==> config.mk <==
export PLATFORM = sky130hd
export DESIGN_NAME = dual_rank_mem_ctrl
export DESIGN_NICKNAME = d
export VERILOG_FILES = /design/src/rtl/dual_rank_pkg.sv /design/src/rtl/dual_rank_mem_ctrl.sv
export SDC_FILE = /design/constraint.sdc
export NUM_CORES = 1
export LEC_CHECK = 0
export ABC_AREA = 1
export CAP_MARGIN = 20
export CORE_MARGIN = 5
export CORE_UTILIZATION = 50
export CTS_CLUSTER_SIZE = 8
export DETAILED_ROUTE_END_ITERATION = 8
export DONT_BUFFER_PORTS = 1
export PLACE_DENSITY = 0.62
export SYNTH_ARGS = -nofsm -noshare
export SYNTH_HDL_FRONTEND = slang
export SYNTH_SLANG_ARGS = --single-unit
==> constraint.sdc <==
create_clock -name clk -period 3.9 [get_ports clk]
set_input_delay 0.78 -clock clk [delete_from_list [all_inputs] [get_ports clk]]
set_output_delay 0.78 -clock clk [all_outputs]
set_load 0.02 [all_outputs]
==> src/rtl/dual_rank_pkg.sv <==
`default_nettype none
// ============================================================================
// Module   : dual_rank_pkg
// Purpose  : Shared state encoding and default widths for the dual-rank
//            memory controller.
// Revision : 1.0
// ============================================================================
package dual_rank_pkg;

  localparam int c_WORDADDR_WIDTH = 7;
  localparam int c_DATA_WIDTH     = 8;
  localparam int c_ADDR_WIDTH     = c_WORDADDR_WIDTH + 1;

  typedef enum logic [2:0] {
    ST_INIT  = 3'd0,
    ST_IDLE  = 3'd1,
    ST_WRITE = 3'd2,
    ST_READ  = 3'd3,
    ST_RESP  = 3'd4
  } state_t;

endpackage
`default_nettype wire

==> src/rtl/dual_rank_mem_ctrl.sv <==
`default_nettype none
// ============================================================================
// Module   : dual_rank_mem_ctrl
// Purpose  : Presents two 128x8 ranks as one 256x8 memory; optional fill on
//            reset, one read or write in flight at a time.
// Revision : 1.0
// ============================================================================
module dual_rank_mem_ctrl
  import dual_rank_pkg::*;
#(
  parameter int                     WORDADDR_WIDTH = c_WORDADDR_WIDTH,
  parameter int                     DATA_WIDTH     = c_DATA_WIDTH,
  parameter int                     INIT_ON_RESET  = 1,
  parameter logic [DATA_WIDTH-1:0]  INIT_VALUE     = '0
) (
  input  logic                      clk,
  input  logic                      rst_n,
  input  logic                      req_valid,
  output logic                      req_ready,
  input  logic                      req_wr,
  input  logic [WORDADDR_WIDTH:0]   req_addr,
  input  logic [DATA_WIDTH-1:0]     req_wdata,
  output logic                      resp_valid,
  output logic [DATA_WIDTH-1:0]     resp_rdata,
  output logic                      init_done,
  output logic                      rank0_cs,
  output logic                      rank1_cs,
  output logic                      ram_wr,
  output logic [WORDADDR_WIDTH-1:0] ram_wordAddr,
  output logic [DATA_WIDTH-1:0]     ram_dataIn,
  input  logic [DATA_WIDTH-1:0]     rank0_dataOut,
  input  logic [DATA_WIDTH-1:0]     rank1_dataOut
);

  localparam logic [WORDADDR_WIDTH-1:0] c_LAST_WORD = '1;

  state_t                    r_state;
  state_t                    w_nextState;
  logic [WORDADDR_WIDTH-1:0] r_initCnt;
  logic [WORDADDR_WIDTH-1:0] r_addr;
  logic [DATA_WIDTH-1:0]     r_data;
  logic                      r_rank;
  logic                      r_initDone;
  logic                      w_accept;

  // Ready waits for r_initDone so it stays low while reset is asserted.
  assign req_ready = (r_state == ST_IDLE) && r_initDone;
  assign w_accept  = req_valid && req_ready;
  assign init_done = r_initDone;

  always_ff @(posedge clk or negedge rst_n) begin
    if (!rst_n) begin
      r_state <= (INIT_ON_RESET != 0) ? ST_INIT : ST_IDLE;
    end else begin
      r_state <= w_nextState;
    end
  end

  always_comb begin
    w_nextState  = r_state;
    rank0_cs     = 1'b0;
    rank1_cs     = 1'b0;
    ram_wr       = 1'b0;
    ram_wordAddr = r_addr;
    ram_dataIn   = r_data;
    case (r_state)
      ST_INIT: begin
        rank0_cs     = 1'b1;
        rank1_cs     = 1'b1;
        ram_wr       = 1'b1;
        ram_wordAddr = r_initCnt;
        ram_dataIn   = INIT_VALUE;
        if (r_initCnt == c_LAST_WORD) begin
          w_nextState = ST_IDLE;
        end
      end
      ST_IDLE: begin
        if (w_accept) begin
          w_nextState = req_wr ? ST_WRITE : ST_READ;
        end
      end
      ST_WRITE: begin
        rank0_cs    = !r_rank;
        rank1_cs    = r_rank;
        ram_wr      = 1'b1;
        w_nextState = ST_IDLE;
      end
      ST_READ: begin
        rank0_cs    = !r_rank;
        rank1_cs    = r_rank;
        w_nextState = ST_RESP;
      end
      ST_RESP: begin
        w_nextState = ST_IDLE;
      end
      default: begin
        w_nextState = ST_IDLE;
      end
    endcase
  end

  always_ff @(posedge clk or negedge rst_n) begin
    if (!rst_n) begin
      r_initCnt  <= '0;
      r_addr     <= '0;
      r_data     <= '0;
      r_rank     <= 1'b0;
      r_initDone <= 1'b0;
      resp_valid <= 1'b0;
      resp_rdata <= '0;
    end else begin
      resp_valid <= (r_state == ST_RESP);
      if (r_state == ST_RESP) begin
        resp_rdata <= r_rank ? rank1_dataOut : rank0_dataOut;
      end
      if (w_nextState != ST_INIT) begin
        r_initDone <= 1'b1;
      end
      // Track the fill address so the shared bus holds its last value in IDLE.
      if (r_state == ST_INIT) begin
        r_initCnt <= r_initCnt + 1'b1;
        r_addr    <= r_initCnt;
        r_data    <= INIT_VALUE;
      end
      if (w_accept) begin
        r_addr <= req_addr[WORDADDR_WIDTH-1:0];
        r_data <= req_wdata;
        r_rank <= req_addr[WORDADDR_WIDTH];
      end
    end
  end

endmodule
`default_nettype wire

After elaboration in Yosys (flattened, before gate mapping)

Cells that the tools add are included.

Memories: 0
Word-level logic and storage cells: 33
Output and inout bits: 29
Bits in read-only memories: 0
Flip-flop bits (word level): 36
RAM bits: 0
Latch bits: 0
Input port bits: 36

$lt $le $gt $ge: 0
Multiplexer cells: 12
Equal/unequal tests: 5
Bitwise logic cells: 0
Shift-type cells: 0
Multiply operators: 0
Add/subtract/negate cells: 1
Reduce and logical (&&, ||, !) cells: 7
Divide/modulo/power cells: 0

Operators with widths:

| operator                                      | number |
|---|---|
| two-way mux 8 bit                             | 3 |
| two-way mux 7 bit                             | 2 |
| case mux 3 bit (3 select lines)               | 1 |
| adder 7 x 1 -> 7 bit, second input constant   | 1 |
| == test 7 bit, second input constant          | 1 |
| == test 3 x 2 -> 1 bit, second input constant | 2 |
| two-way mux 3 bit                             | 2 |
| case mux 1 bit (2 select lines)               | 2 |
| OR reduction 2 bit                            | 2 |
| == test 3 x 1 -> 1 bit, second input constant | 1 |
| == test 3 bit, second input constant          | 1 |
| zero test 3 bit                               | 1 |
| nonzero test 3 bit                            | 1 |
| logical AND 1 bit                             | 2 |
| two-way mux 1 bit                             | 2 |
| zero test 1 bit                               | 1 |

Longest topological paths before layout

Depth after elaboration: 6
Depth in mapped cells: 8
Mapped depth without buffers: 7

Worst setup path before layout

OpenSTA, ideal clock, no wires.

Kind: register -> output
Start point: register r_state[2]
End point: output ram_wordAddr[0]
Setup slack: 1,786 ps
Data arrival time: 1,334 ps
Stages on the path, launching flop included: 5
Buffers on the path: 1
Required time: 3,120 ps
Cells stage by stage: dfrtp_1 buf_6 nor2_4 nand2_4 o21ai_0

Cells in the longest elaborated chain, start to end: 2

RTL lines:

| item                     | line                     | RTL |
|---|---|---|
| start: declaration       | dual_rank_mem_ctrl.sv:37 | `state_t r_state;` |
| start signal: assignment | dual_rank_mem_ctrl.sv:53 | `r_state <= (INIT_ON_RESET != 0) ? ST_INIT : ST_IDLE;` |
| start signal: assignment | dual_rank_mem_ctrl.sv:55 | `r_state <= w_nextState;` |
| zero test 3 bit          | dual_rank_mem_ctrl.sv:66 | `case (r_state)` |
| two-way mux 7 bit        | dual_rank_mem_ctrl.sv:66 |  |
| end: declaration         | dual_rank_mem_ctrl.sv:29 | `output logic [WORDADDR_WIDTH-1:0] ram_wordAddr,` |

No other way between the ends.

Worst setup path in the final report

Start point: register r_state[2]
End point: output ram_wordAddr[2]

Same word-level chain as after synthesis.

==> results.cfg <==
[cells_and_area]
synthToLayoutAreaGrowth_pct = 2.85
layout_common_cells = nand2_1 (59), dfrtp_1 (36), inv_1 (18)
finalNonFillerCells = 246
fill_cells = 333
drive_gt1_share_pct = 18.0
antenna_cells = 0
final_nets = 237
final_common_cell = nand2_1

[timing]
tightest_slew_ns = 0.922
maxSlewHeadroom_pct = 38.0
totalNegativeSetupSlack_ns = 0
period_share_pct = 69.9
rsz0062_at_grt = no
hold_viol_final = 0
period_needed_ns = 2.73
fmax_mhz = 367
slew_violations = 0
setup-violations-final = 0
setup_slack_ns = 1.17
clock_skew_ns = 0.00855

[synthesis]
ys_seq_elements = 36
synthCells = 200
seq_area_frac_synth_pct = 50.1
synth_cell_types = 29
async_flop_share_pct = 100
synth_fp_nets = 237
synth_edf_count = 0
synthFlopType = dfrtp_1
syn_avg_cell_area_um2 = 9.00
syn_area_um2 = 1800
ys.warnings.count = 0

[routing]
wirelength_um = 3380
drtAntennaViolNets = 0
first_pass_iters = 4
wl_per_cell_um = 13.8
drt-vias-per-instance = 5.10
drc_errors = 0
dr_total_vias = 1255
drt_first_iter_violations = 65

[worst_hold_path]
hold_class = in2async

[worst_setup_path]
cp.required_ns = 3.12
r2r-end = r_addr[0]$_DFF_PN0_
rrSetupSlack_ns = 2.02
cp_max_fo = 19
arrival_ns = 1.95
cp-end-kind = primary output
slowest_delay_ns = 0.63
worstSetupPathType = reg2out
cp-start-kind = flip-flop
crit_chain = nor2_4, nand2_4, o21ai_0
worstReg2RegStart = r_state[2]$_DFF_PN0_
crit_slowest_cell = o21ai_0
r2r_cells = 5

[place]
place_congestion = 0.683
dp_cells = 239
dp_worst_setup_slack_ns = 1.54
dp_hpwl_um = 2610
port_buffers = 0

[clocking]
clk_latency_ns = 0.33
ctsResizeCount = 0
cts_hold_buf = 0
cts_made_buffers = 5
clk_path_buf_depth = 2
cts_sinks = 36
clockRootBuffer = clkbuf_4
cts_setup_buffers = 0
cts_tree = done
clk_pin_slew_ns = 0.10
h-tree-depth = 2

[status]
status = complete, no violations

[power]
irDropWorstVdd_uv = 398
p_leak_nw = 0.900
power_density_nw_per_um2 = 801

[global_route]
grt-ovfl-total = 0
antenna_found_initial = 0
grt_max_degree = 37
grt_use_total_pct = 15.1
grt_pass1_wl_um = 5980
first_global_vias = 1354

[floorplanning]
io_pins = 65
start_util_pct = 52.7
coreArea_um2 = 3420
dieArea_um2 = 4900
std_cell_rows = 21
die_w_um = 70.0
die_y_um = 70.0

[job]
cap_violations = 0
registers in the layout, summed over array words and instances (netlist names):
name        cells
r_initCnt       7
init_done       1
r_state         3
resp_rdata      8
r_data          8
r_rank          1
resp_valid      1
r_addr          7
worst max-delay path: cells and delay by family, from the launching register on:
family             cells  cell delay, ns
DFF                    1            0.54
and+or+nand+nor        2            0.43
AOI/OAI and AO/OA      1            0.63
synthesized netlist by cell type, types with 2 or more instances:
| master | count | area (µm²) |
|---|---|---|
| o21ai_0 | 2 | 10.0 |
| inv_2 | 3 | 11.3 |
| buf_2 | 2 | 10.0 |
| o31ai_1 | 2 | 15.0 |
| buf_6 | 3 | 33.8 |
| o21ai_1 | 2 | 10.0 |
| a21oi_1 | 9 | 45.0 |
| nand3_1 | 6 | 30.0 |
| inv_1 | 18 | 67.6 |
| nand2_4 | 2 | 22.5 |
| nand2_1 | 59 | 221 |
| nand4_1 | 2 | 12.5 |
| nor2_4 | 3 | 33.8 |
| o21ai_2 | 2 | 17.5 |
| mux2i_1 | 8 | 80.1 |
| nor2_2 | 6 | 37.5 |
| nor2_1 | 13 | 48.8 |
| dfrtp_1 | 36 | 901 |
| nand2_2 | 9 | 56.3 |
| xor2_1 | 4 | 35.0 |
logic make-up after synthesis:
kind of cell | count (synthesis) | synth area share (%)
AO/OA/AOI/OAI | 17 | 5.42
XOR/XNOR | 4 | 1.95
adder cells (fa/ha/maj) | 1 | 0.695
buffers and inverters | 29 | 8.62
flip-flops | 36 | 50.1
multiplexers | 8 | 4.45
AND/OR/NAND/NOR | 105 | 28.8
power by group:
group	leakage [nW]	internal, mW	switching (mW)
combinational	0.418	0.176	0.423
clock	0.0374	0.102	0.111
sequential	0.444	0.511	0.159
through the flow:
step | hold WS [ns] | power (mW) | util (%) | cell area (µm²)
after floorplan | 0.483 | 1.21 | - | 1800
after CTS | 0.109 | 1.51 | 54.2 | 1850
after global placement | 0.486 | 1.26 | 52.3 | 1790
after detailed placement | 0.485 | 1.29 | 52.3 | 1790
final | 0.126 | 1.48 | 54.2 | 1850
after global routing | 0.0990 | 1.61 | 54.2 | 1850
cell type report:
type	count	area [µm²]	share of cell area [%]
Clock buffer	7	65.1	3.52
Inverter	22	83.8	4.53
Multi-Input combinational cell	135	743	40.2
Sequential cell	36	901	48.7
Tap cell	46	57.6	3.11
metal layers:
layer	track usage [%]	wire length, µm	share of wire, %
met5	0	0	0
met3	6.31	388	11
met1	16.9	1340	40
met4	6.60	61	1.8
met2	25.1	1590	47
worst max-delay path by stage:
stage / from / endpoint / slack, ns / cells past startpoint
finish: r_state[2]$_DFF_PN0_ / ram_wordAddr[2] / 1.17 / 3
global route: r_state[2]$_DFF_PN0_ / ram_wordAddr[2] / 1.03 / 3
CTS: r_state[2]$_DFF_PN0_ / ram_wordAddr[0] / 1.15 / 3
detailed placement: r_state[2]$_DFF_PN0_ / ram_wordAddr[0] / 1.54 / 3
global placement: r_state[2]$_DFF_PN0_ / ram_wordAddr[0] / 1.57 / 3
floorplan: r_state[2]$_DFF_PN0_ / ram_wordAddr[0] / 1.79 / 4
Power figures use the tool's default switching activity.
